--- config.mk ---
export PLATFORM = sky130hd
export DESIGN_NAME = div_seq
export DESIGN_NICKNAME = d
export VERILOG_FILES = /design/src/rtl/div_seq.sv
export SDC_FILE = /design/constraint.sdc
export NUM_CORES = 1
export LEC_CHECK = 0
export ABC_AREA = 0
export BUFFER_PORTS_ARGS = -buffer_cell sky130_fd_sc_hd__buf_4
export CAP_MARGIN = 25
export CORE_MARGIN = 5
export CORE_UTILIZATION = 55
export CTS_CLUSTER_DIAMETER = 200
export DETAILED_ROUTE_END_ITERATION = 6
export PLACE_DENSITY = 0.8
export SLEW_MARGIN = 20
export SYNTH_ARGS = -nofsm -noshare
export SYNTH_HDL_FRONTEND = slang
export SYNTH_SLANG_ARGS = --single-unit
--- constraint.sdc ---
create_clock -name clk_i -period 9.6 [get_ports clk_i]
set_input_delay 1.92 -clock clk_i [delete_from_list [all_inputs] [get_ports clk_i]]
set_output_delay 1.92 -clock clk_i [all_outputs]
set_load 0.005 [all_outputs]
--- src/rtl/div_seq.sv ---
// div_seq: sequential integer divider (restoring shift-subtract, one quotient
// bit per clock).
//
// Ports:
//   clk_i       single clock, rising edge
//   rst_ni      asynchronous active-low reset
//   start_i     start request, accepted only in IDLE or DONE
//   op_i        00 DIV, 01 DIVU, 10 REM, 11 REMU
//   dividend_i  dividend, latched with an accepted start
//   divisor_i   divisor, latched with an accepted start
//   busy_o      high in CALC and FIX
//   valid_o     one-cycle pulse in DONE
//   result_o    quotient or remainder; updated only on entry to DONE
//
// state | meaning
// IDLE  | waiting for start_i
// CALC  | first cycle converts operands to magnitudes, then WIDTH iterations
// FIX   | sign correction, special cases, quotient/remainder select
// DONE  | result valid for one cycle; a new start may be accepted here
//
// Latency from the accepting edge to valid_o is WIDTH+2 edges: one
// conversion edge, WIDTH iteration edges and the FIX edge.

module div_seq #(
   parameter int WIDTH = 32
) (
   input  logic             clk_i,
   input  logic             rst_ni,
   input  logic             start_i,
   input  logic [1:0]       op_i,
   input  logic [WIDTH-1:0] dividend_i,
   input  logic [WIDTH-1:0] divisor_i,
   output logic             busy_o,
   output logic             valid_o,
   output logic [WIDTH-1:0] result_o
);

   localparam int CW = $clog2(WIDTH + 2);
   localparam logic [CW-1:0] CNT_LOAD = CW'(WIDTH + 1);
   localparam logic [CW-1:0] CNT_LAST = CW'(1);
   localparam logic [WIDTH-1:0] INT_MIN = {1'b1, {(WIDTH-1){1'b0}}};

   typedef enum logic [1:0] {
      S_IDLE,
      S_CALC,
      S_FIX,
      S_DONE
   } state_t;

   state_t            state_q;
   logic [1:0]        op_q;
   logic [WIDTH-1:0]  a_q;
   logic [WIDTH-1:0]  b_q;
   logic [WIDTH-1:0]  divm_q;
   logic [WIDTH-1:0]  quo_q;
   logic [WIDTH:0]    rem_q;
   logic              neg_quo_q;
   logic              neg_rem_q;
   logic [CW-1:0]     cnt_q;

   logic              signed_op;
   logic              a_neg;
   logic              b_neg;
   logic [WIDTH-1:0]  a_mag;
   logic [WIDTH-1:0]  b_mag;
   logic [WIDTH+1:0]  shifted;
   logic [WIDTH+1:0]  diff;
   logic [WIDTH-1:0]  q_fix;
   logic [WIDTH-1:0]  r_fix;
   logic [WIDTH-1:0]  fix_res;

   always_comb begin
      signed_op = ~op_q[0];
      a_neg     = signed_op & a_q[WIDTH-1];
      b_neg     = signed_op & b_q[WIDTH-1];
      a_mag     = a_neg ? -a_q : a_q;
      b_mag     = b_neg ? -b_q : b_q;

      // Partial remainder shifted left with the next dividend bit; one extra
      // top bit makes the subtraction result's sign directly visible.
      shifted   = {rem_q, quo_q[WIDTH-1]};
      diff      = shifted - {2'b00, divm_q};

      q_fix = neg_quo_q ? -quo_q : quo_q;
      r_fix = neg_rem_q ? -rem_q[WIDTH-1:0] : rem_q[WIDTH-1:0];
      if (b_q == '0) begin
         q_fix = '1;
         r_fix = a_q;
      end else if (signed_op && (a_q == INT_MIN) && (b_q == '1)) begin
         q_fix = INT_MIN;
         r_fix = '0;
      end
      fix_res = op_q[1] ? r_fix : q_fix;
   end

   always_ff @(posedge clk_i or negedge rst_ni) begin
      if (!rst_ni) begin
         state_q   <= S_IDLE;
         op_q      <= '0;
         a_q       <= '0;
         b_q       <= '0;
         divm_q    <= '0;
         quo_q     <= '0;
         rem_q     <= '0;
         neg_quo_q <= 1'b0;
         neg_rem_q <= 1'b0;
         cnt_q     <= '0;
         busy_o    <= 1'b0;
         valid_o   <= 1'b0;
         result_o  <= '0;
      end else begin
         valid_o <= 1'b0;
         case (state_q)
            S_IDLE, S_DONE: begin
               if (start_i) begin
                  op_q    <= op_i;
                  a_q     <= dividend_i;
                  b_q     <= divisor_i;
                  cnt_q   <= CNT_LOAD;
                  busy_o  <= 1'b1;
                  state_q <= S_CALC;
               end else begin
                  state_q <= S_IDLE;
               end
            end
            S_CALC: begin
               if (cnt_q == CNT_LOAD) begin
                  quo_q     <= a_mag;
                  divm_q    <= b_mag;
                  rem_q     <= '0;
                  neg_quo_q <= a_neg ^ b_neg;
                  neg_rem_q <= a_neg;
               end else begin
                  if (!diff[WIDTH+1]) begin
                     rem_q <= diff[WIDTH:0];
                     quo_q <= {quo_q[WIDTH-2:0], 1'b1};
                  end else begin
                     rem_q <= shifted[WIDTH:0];
                     quo_q <= {quo_q[WIDTH-2:0], 1'b0};
                  end
                  if (cnt_q == CNT_LAST) begin
                     state_q <= S_FIX;
                  end
               end
               cnt_q <= cnt_q - CNT_LAST;
            end
            S_FIX: begin
               result_o <= fix_res;
               valid_o  <= 1'b1;
               busy_o   <= 1'b0;
               state_q  <= S_DONE;
            end
            default: begin
               busy_o  <= 1'b0;
               state_q <= S_IDLE;
            end
         endcase
      end
   end

endmodule

==> results of run 1 <==
[state kept, by name, summed over array words and instances (netlist names)]
name	count
a_q	32
op_q	2
neg_rem_q	1
busy_o	1
divm_q	32
b_q	32
neg_quo_q	1
rem_q	33
cnt_q	6
state_q	2
result_o	32
valid_o	1
quo_q	32
[cell families (layout without fill, tap and decap cells)]
| logic type | after synthesis | after routing |
|---|---|---|
| buffers and inverters | 179 | 232 |
| and+or+nand+nor | 434 | 434 |
| muxes | 102 | 102 |
| xor gates and xnor gates | 146 | 146 |
| DFF | 207 | 207 |
| AOI/OAI and AO/OA | 452 | 452 |
| adders and majority gates | 42 | 42 |
[final cells by class]
type                    count  share of cell area (%)
clock buffers              29                    4.14
flip-flops and latches    207                    33.1
clock inverters            12                    1.54
multi-input cells        1176                    51.0
inverters                  76                    1.82
repair buffers            115                    5.76
well taps                 330                    2.64
[layer usage]
metal,global-route usage [%],vias to the layer above
li1,-,5746
met1,40.9,6012
met2,40.2,669
met3,3.74,83
met4,9.35,0
met5,0,-
[through the flow]
step / utilization (%) / cells
3_5_place_dp: 59.0 / 1902
6_report: 62.7 / 1945
3_3_place_gp: 59.0 / 1902
4_1_cts: 62.5 / 1943
2_1_floorplan: - / 1562
5_1_grt: 62.7 / 1945
[worst max-delay path, stage by stage, from the launching register on]
cell,delay [ns]
dfrtp_1,0.44
ha_1,0.18
nand4_1,0.09
nor4_1,0.66
nand3_1,0.18
nor4_1,0.61
nand2_1,0.62
nand2_1,0.46
a21oi_1,0.10
a22o_1,0.25
[report_power, final]
group	leakage, nW	internal [W]	switching (W)
Sequential	2.53	0.00129	0.000592
Combinational	3.80	0.00153	0.00203
Clock	0.436	0.000664	0.000363
Total	6.77	0.00348	0.00298
[final timing paths]
| path | start | endpoint | slack, ns | cells past startpoint |
|---|---|---|---|---|
| setup / recovery | b_q[1] | result_o[21] | 5.91 | 9 |
| hold / removal | divm_q[7] | divm_q[7] | 0.48 | 2 |
| setup reg to reg | b_q[1] | result_o[21] | 5.91 | 9 |
| hold reg to reg | divm_q[7] | divm_q[7] | 0.48 | 2 |
| max in group asynchronous | rst_ni | b_q[23] | 6.78 | 2 |
| min in group asynchronous | rst_ni | b_q[12] | 1.47 | 1 |
[cells in the mapped netlist, types with 6 or more instances]
cell type and count:
o211ai_1 12, nor4_1 14, clkbuf_1 80, a221oi_1 9, inv_1 75, o31ai_1 34, nor3_1 25, xor2_1 63
a22o_1 7, mux2i_1 11, ha_1 41, and2_1 6, nor2_1 87, o22a_1 6, a21o_1 23, buf_1 12
a31oi_1 11, nand2_1 155, or4_1 13, nor2b_1 8, nand2b_1 14, a211o_1 7, dfrtp_1 207, or3_1 16
a32oi_1 8, xnor2_1 83, nand3_1 31, mux2_2 91, o221ai_1 7, and3_1 13, a21oi_1 96, o41ai_1 14
nand4_1 30, o21ai_0 154, o311ai_0 15
==> impl_metrics.csv, run 1 <==
group,metric,value,unit
sta,fin_skew,0.0309,ns
clock_network,cts_sinks,207,
logic_synthesis,synth_edf_count,0,
finish,seqCellArea,5180,um2
drt,num_vias,12500,
finish,nets,1710,
drt,top_layer,"met4",
logic_synthesis,ys_warn_count,0,
clock_network,postCtsSetupBuffers,0,
logic_synthesis,synth_xor_area_share,9.23,%
drt,wl_met2,17300,um
logic_synthesis,ys.flop_type,"dfrtp_1",
placement,gp_congestion,0.966,
finish,fillers,2049,
sta,fmax,271,MHz
sta,fin_crit,3.69,ns
logic_synthesis,synth_top_family_by_area,"compound AO/OA/AOI/OAI gates",
critical_path,required,10.01,ns
die,coreArea,25000,um2
finish,diodes,0,
clock_network,root_buffer,"clkbuf_16",
logic_synthesis,synthCells,1562,
logic_synthesis,async_flop_share,100,%
critical_path,crit_fanout,23,
clock_network,clk_latency,0.53,ns
logic_synthesis,synth.area.mux_share,8.19,%
sta,rsz0062_at_grt,"no",
sta,tightest_slew,1.01,ns
die,initial_core_util,55.5,%
critical_path,crit_arrival,4.10,ns
pwr,p_total,0.00646,W
sta,relSlewSlack,32.1,%
die,core.rowCount,58,
sta,setup_viol,0,
critical_path,crit_path_end_kind,"flip-flop",
drt,met1_length,17300,um
sta,hold_viol_final,0,
global_route,antenna_found_initial,0,
clock_network,cts_resized,0,
finish,flow.area_growth_from_synthesis,13.0,%
drt,drt-pass1-iter-count,6,
min_path,hold_class,"flip-flop to flip-flop",
drt,totalWireLength,39800,um
clock_network,clkTransAtPathRegs,0.06,ns
logic_synthesis,synth_compound_area_share,20.9,%
drt,vias_per_cell,6.43,
sta,fin_ws,5.91,ns
pwr,powerDensity,413,nW/um2
critical_path,worstSetupStartpointType,"flip-flop",
global_route,grt_pass1_vias,11600,
die,die-area,28500,um2
die,die_h,169,um
clock_network,cts_buffer_depth,3,
logic_synthesis,ys_seq_area_share,37.4,%
logic_synthesis,syn-num-nets,1673,
placement,place_area,14700,um2
logic_synthesis,synth_top_area_cell,"dfrtp_1",
finish,fin_area,15700,um2
placement,dp_hpwl,28900,um
placement,pre_cts_slack,5.76,ns
sta,hold_ws,0.483,ns
drt,wl_met3,3660,um
clock_network,h-tree-depth,1,
die,ios,103,
finish,drive_gt1_share,16.3,%
pwr,cellLeakagePower,6.77,nW
logic_synthesis,ys_ff_latch,207,
finish,multi_input_area,7980,um2
job,max_cap_violations,0,
pwr,peakVddDrop,0.342,mV
finish,final_common_cell,"dfrtp_1",
global_route,grt_pass1_wl,63200,um
global_route,grt_max_degree,126,
die,die_width,169,um
critical_path,crit_type,"flip-flop to flip-flop",
logic_synthesis,avgSynthCellArea,8.87,um2
outcome,outcome,"completed",
drt,drcViolationCount,0,
drt,drt_iter0_markers,1581,
drt,routedWlPerCell,20.5,um
logic_synthesis,synth_area_leaders,"dfrtp_1 37%, mux2_2 7.4%, o21ai_0 5.6%",
logic_synthesis,synth.distinct_cells,72,
logic_synthesis,synthesis.area,13900,um2
logic_synthesis,synthSimpleGateAreaFrac,15.3,%
finish,final_cell_mix,"207 x dfrtp_1, 154 x o21ai_0, 152 x nand2_1",
sta,slew_violations,0,
logic_synthesis,synth-adder-area-share,3.85,%
clock_network,cts_buffers,23,
sta,setup_tns,0,ns
clock_network,cts_hold_buf,0,
sta,min_period_over_period,38.4,%
logic_synthesis,yosys.area.top_type_share,37.4,%
drt,postRouteAntennaNets,0,
global_route,grt_usage,27.1,%
global_route,grt_overflow,0,
clock_network,cts_tree,"done",
placement,io_buffers,102,
Power figures use the tool's default switching activity.
==> run 2, diff against run 1 <==
==> constraint.sdc (replaced) <==
create_clock -name clk_i -period 3.8 [get_ports clk_i]
set_input_delay 0.76 -clock clk_i [delete_from_list [all_inputs] [get_ports clk_i]]
set_output_delay 0.76 -clock clk_i [all_outputs]
set_load 0.005 [all_outputs]
==> run 2 against run 1 <==
Against the previous run:
- global-route usage grew 1.4 points
- non-clock buffer count grew 16
- die area is the same
- critical path depth grew 4
- sequential power grew to 2.5 times the previous value
- largest power group unchanged
==> impl_metrics.csv, run 2 (same netlist as run 1, synthesis figures left out) <==
group,metric,value,unit
finish,diodes,0,
die,die_h,169,um
drt,drt-pass1-iter-count,5,
drt,drcViolationCount,0,
placement,io_buffers,102,
drt,num_vias,12500,
clock_network,root_buffer,"clkbuf_16",
clock_network,h-tree-depth,1,
critical_path,worstSetupStartpointType,"flip-flop",
critical_path,cpPeakStageDelay,0.47,ns
sta,fin_skew,0.0208,ns
placement,gp_congestion,0.941,
critical_path,crit_fanout,5,
sta,tightest_slew,0.976,ns
critical_path,crit_path_end_kind,"flip-flop",
critical_path,crit_arrival,3.92,ns
sta,hold_ws,0.352,ns
job,max_cap_violations,0,
global_route,grt_overflow,0,
finish,flow.area_growth_from_synthesis,13.6,%
drt,drt_iter0_markers,1459,
die,initial_core_util,55.5,%
clock_network,postCtsSetupBuffers,0,
placement,pre_cts_slack,0.432,ns
finish,fin_area,15700,um2
finish,fillers,2086,
sta,fin_crit,3.47,ns
critical_path,worstPathCellList,"inv_1 > ha_1 > inv_1 > fa_1 > a21oi_1 > nor2_1 > o21ai_0 > a21o_1 > a21oi_1 > o221a_2 > o2111a_1 > a2111oi_0 > a221o_1",
critical_path,required,4.25,ns
sta,fmax,288,MHz
clock_network,clkTransAtPathRegs,0.07,ns
sta,setup_viol,0,
critical_path,cpLargestDelayFamily,"compound AO/OA/AOI/OAI gates",
sta,relSlewSlack,34.9,%
outcome,outcome,"completed",
sta,slew_violations,0,
finish,nets,1727,
finish,multi_input_area,7980,um2
sta,rsz0062_at_grt,"no",
finish,final_common_cell,"dfrtp_1",
sta,setup_tns,0,ns
clock_network,cts_buffers,24,
sta,min_period_over_period,91.3,%
global_route,grt_max_degree,104,
global_route,grt_pass1_vias,12000,
clock_network,clk_latency,0.53,ns
die,die-area,28500,um2
finish,seqCellArea,5180,um2
die,coreArea,25000,um2
global_route,grt_usage,28.5,%
critical_path,critPathBufInv,2,
pwr,powerDensity,1040,nW/um2
pwr,cellLeakagePower,6.81,nW
sta,fin_ws,0.332,ns
clock_network,cts_sinks,207,
drt,routedWlPerCell,21.0,um
clock_network,cts_tree,"done",
critical_path,cp_slowest_cell,"a2111oi_0",
finish,drive_gt1_share,17.1,%
placement,dp_hpwl,30100,um
pwr,peakVddDrop,0.594,mV
clock_network,cts_resized,0,
die,ios,103,
finish,largest_reg_flops,33,
drt,vias_per_cell,6.36,
global_route,antenna_found_initial,0,
sta,hold_viol_final,0,
die,core.rowCount,58,
finish,final_cell_mix,"207 x dfrtp_1, 154 x o21ai_0, 152 x nand2_1",
critical_path,crit_type,"flip-flop to flip-flop",
die,die_width,169,um
drt,postRouteAntennaNets,0,
clock_network,cts_buffer_depth,3,
global_route,grt_pass1_wl,66000,um
drt,totalWireLength,41200,um
finish,largest_register,"rem_q",
min_path,hold_class,"primary input to asynchronous set/reset pin",
placement,place_area,14900,um2
clock_network,cts_hold_buf,0,
-- run 2: cell type report --
class / instances / area share, %
clock inverters: 10 / 0.883
multi-input cells: 1176 / 50.7
well taps: 330 / 2.62
inverters: 76 / 1.81
flip-flops and latches: 207 / 32.9
clock buffers: 33 / 4.42
repair buffers: 131 / 6.61
-- run 2: worst reg2reg max path: cells and delay by family (launching register included) --
| family | cells | cell delay, ns |
|---|---|---|
| AO/OA/AOI/OAI | 8 | 2.16 |
| adder cells (fa/ha/maj) | 2 | 0.58 |
| AND/OR/NAND/NOR | 1 | 0.09 |
| flip-flops | 1 | 0.40 |
| buffers and inverters | 2 | 0.16 |
-- run 2: per-layer routing --
metal	wire (um)	track usage, %
met1	18200	42.6
met5	0	0
met3	3720	4.79
met4	994	7.30
met2	18300	43.4
-- run 2: path summary, 6_finish.rpt --
path	start	end	slack, ns	depth (start not counted)
max	quo_q[31]	rem_q[30]	0.33	13
min	rst_ni	b_q[16]	0.35	1
max in group asynchronous	rst_ni	rem_q[32]	2.63	2
max reg2reg	quo_q[31]	rem_q[30]	0.33	13
min in group clk_i	op_i[1]	op_q[1]	0.46	2
min reg2reg	divm_q[20]	divm_q[20]	0.48	2
-- run 2: power breakdown --
part,switching (W),internal [W],total [W]
Combinational,0.00518,0.00395,0.00913
Sequential,0.00154,0.00325,0.00478
Clock,0.000950,0.00148,0.00243
-- run 2: stage by stage --
stage | cells | utilization (%) | total power (W)
final | 1963 | 63.0 | 0.0163
after detailed placement | 1919 | 59.7 | 0.0137
after global routing | 1963 | 63.0 | 0.0175
after CTS | 1962 | 63.0 | 0.0162
after global placement | 1919 | 59.7 | 0.0134
after floorplan | 1562 | - | 0.0109
==> run 3, diff against run 2 <==
--- a/config.mk
+++ b/config.mk
@@ -12,7 +12,7 @@
 export CORE_UTILIZATION = 55
 export CTS_CLUSTER_DIAMETER = 200
 export DETAILED_ROUTE_END_ITERATION = 6
-export PLACE_DENSITY = 0.8
+export PLACE_DENSITY = 0.78
 export SLEW_MARGIN = 20
 export SYNTH_ARGS = -nofsm -noshare
 export SYNTH_HDL_FRONTEND = slang
==> constraint.sdc (replaced) <==
create_clock -name clk_i -period 3.4 [get_ports clk_i]
set_input_delay 0.68 -clock clk_i [delete_from_list [all_inputs] [get_ports clk_i]]
set_output_delay 0.68 -clock clk_i [all_outputs]
set_load 0.005 [all_outputs]
==> run 3 against run 2 <==
Against the previous run:
- the flow now finishes with violations (DRC)
- die area unchanged
- clock skew up 0.014 ns
- final cell count up 0.46%
- wire length is 2.7% lower
- critical path depth down 5
- core utilization about the same
- critical endpoint is now result_o[29]
==> impl_metrics.csv, run 3 (same netlist as run 1, synthesis figures left out) <==
group,metric,value,unit
clock_network,h-tree-depth,1,
pwr,powerDensity,1150,nW/um2
min_path,hold_class,"primary input to asynchronous set/reset pin",
pwr,switching_power,0.00852,W
critical_path,crit_arrival,3.68,ns
sta,min_period_over_period,94.5,%
clock_network,postCtsSetupBuffers,0,
clock_network,cts_sinks,207,
critical_path,required,3.86,ns
sta,relSlewSlack,37.7,%
critical_path,crit_type,"flip-flop to flip-flop",
pwr,cellLeakagePower,6.82,nW
die,die_width,169,um
placement,dp_hpwl,30000,um
finish,seqCellArea,5180,um2
global_route,grt_pass1_wl,63900,um
finish,multi_input_area,8000,um2
critical_path,crit_fanout,6,
global_route,antenna_found_initial,0,
sta,slew_violations,0,
global_route,grt_max_degree,76,
clock_network,cts_buffer_depth,3,
placement,place_area,15000,um2
drt,routedWlPerCell,20.3,um
placement,pre_cts_slack,0.106,ns
pwr,p_total,0.0181,W
critical_path,cp_slowest_cell,"or4_1",
critical_path,r2r_cells,8,
pwr,intPower,0.00953,W
critical_path,critPathBufInv,0,
global_route,grt_pass1_vias,11700,
finish,final_common_cell,"dfrtp_1",
critical_path,cpLargestDelayFamily,"simple AND/OR/NAND/NOR gates",
finish,flow.area_growth_from_synthesis,13.6,%
sta,setup_viol,0,
finish,nets,1738,
job,max_cap_violations,0,
die,die-area,28500,um2
outcome,violations,"DRC",
finish,diodes,0,
placement,io_buffers,102,
placement,gp_congestion,0.933,
finish,fillers,2083,
pwr,peakVddDrop,0.633,mV
drt,postRouteAntennaNets,0,
pwr,clkPwrFrac,13.2,%
outcome,outcome,"finished with violations",
critical_path,worstReg2RegStart,"quo_q[9]",
die,ios,103,
critical_path,crit_path_end_kind,"flip-flop",
drt,totalWireLength,40100,um
clock_network,cts_buffers,23,
sta,hold_viol_final,0,
critical_path,worstPathCellList,"or4_1 > or3b_4 > or4b_4 > o41ai_4 > xnor2_1 > a21oi_1 > a21oi_1 > o22a_1",
die,initial_core_util,55.5,%
clock_network,root_buffer,"clkbuf_16",
clock_network,clkTransAtPathRegs,0.06,ns
sta,fin_ws,0.187,ns
sta,fin_crit,3.21,ns
sta,tightest_slew,0.934,ns
sta,setup_tns,0,ns
drt,drt-pass1-iter-count,7,
clock_network,clk_latency,0.53,ns
pwr,pwr-share-comb,56.9,%
finish,largest_register,"rem_q",
drt,num_vias,12400,
die,die_h,169,um
finish,drive_gt1_share,17.7,%
die,core.rowCount,58,
finish,fin_area,15700,um2
critical_path,rrSetupSlack,0.19,ns
pwr,switching_share,47.2,%
clock_network,cts_tree,"done",
critical_path,startpoint,"quo_q[9]",
clock_network,cts_hold_buf,0,
global_route,grt_usage,27.5,%
die,coreArea,25000,um2
global_route,grt_overflow,0,
drt,drcViolationCount,7,
critical_path,cpPeakStageDelay,0.61,ns
sta,rsz0062_at_grt,"no",
sta,fmax,311,MHz
drt,vias_per_cell,6.27,
sta,fin_skew,0.0347,ns
drt,drt_iter0_markers,1431,
finish,largest_reg_flops,33,
critical_path,worstSetupStartpointType,"flip-flop",
critical_path,reg2reg_to,"result_o[29]",
pwr,seqPwrFrac,29.9,%
critical_path,cp_common_cell,"a21oi_1",
finish,final_cell_mix,"206 x dfrtp_1, 153 x o21ai_0, 152 x nand2_1",
run 3: power by group through the flow:
stage / Combinational [W] / Sequential, W / Clock, W
2_1_floorplan: 0.00762 / 0.00459 / 0
3_3_place_gp: 0.00981 / 0.00529 / 0
3_5_place_dp: 0.0101 / 0.00535 / 0
4_1_cts: 0.0101 / 0.00531 / 0.00238
5_1_grt: 0.0113 / 0.00554 / 0.00251
6_report: 0.0103 / 0.00540 / 0.00238
run 3: repair_timing:
item                       in CTS  in global routing
setup endpoints to repair       0                 22
hold endpoints to repair        0                  0
resized for setup               0                  6
run 3: how the worst max path moves through the flow:
| stage | depth (start not counted) | to |
|---|---|---|
| after floorplan | 13 | rem_q[15] |
| after global placement | 12 | rem_q[5] |
| after detailed placement | 12 | rem_q[5] |
| after CTS | 12 | rem_q[5] |
| after global routing | 11 | rem_q[13] |
| final | 8 | result_o[29] |
run 3: per-stage QoR:
stage	utilization (%)	instances	hold WS, ns
after detailed placement	60.2	1932	0.471
after global routing	63.0	1972	0.258
after floorplan	-	1562	0.384
after CTS	63.0	1972	0.233
after global placement	60.2	1932	0.463
final	63.0	1972	0.205
run 3: cell type report:
class / instances / share of cell area [%]
well taps: 330 / 2.62
flip-flops and latches: 207 / 32.9
clock buffers: 27 / 3.75
inverters: 76 / 1.81
repair buffers: 143 / 7.34
clock inverters: 13 / 0.708
multi-input cells: 1176 / 50.8
run 3: per-layer routing:
metal | routed length [um] | vias up | global-route usage (%)
met4 | 953 | 0 | 6.21
met3 | 3930 | 64 | 6.07
met1 | 17700 | 5929 | 41.2
met5 | 0 | - | 0
li1 | - | 5802 | -
met2 | 17400 | 563 | 41.0
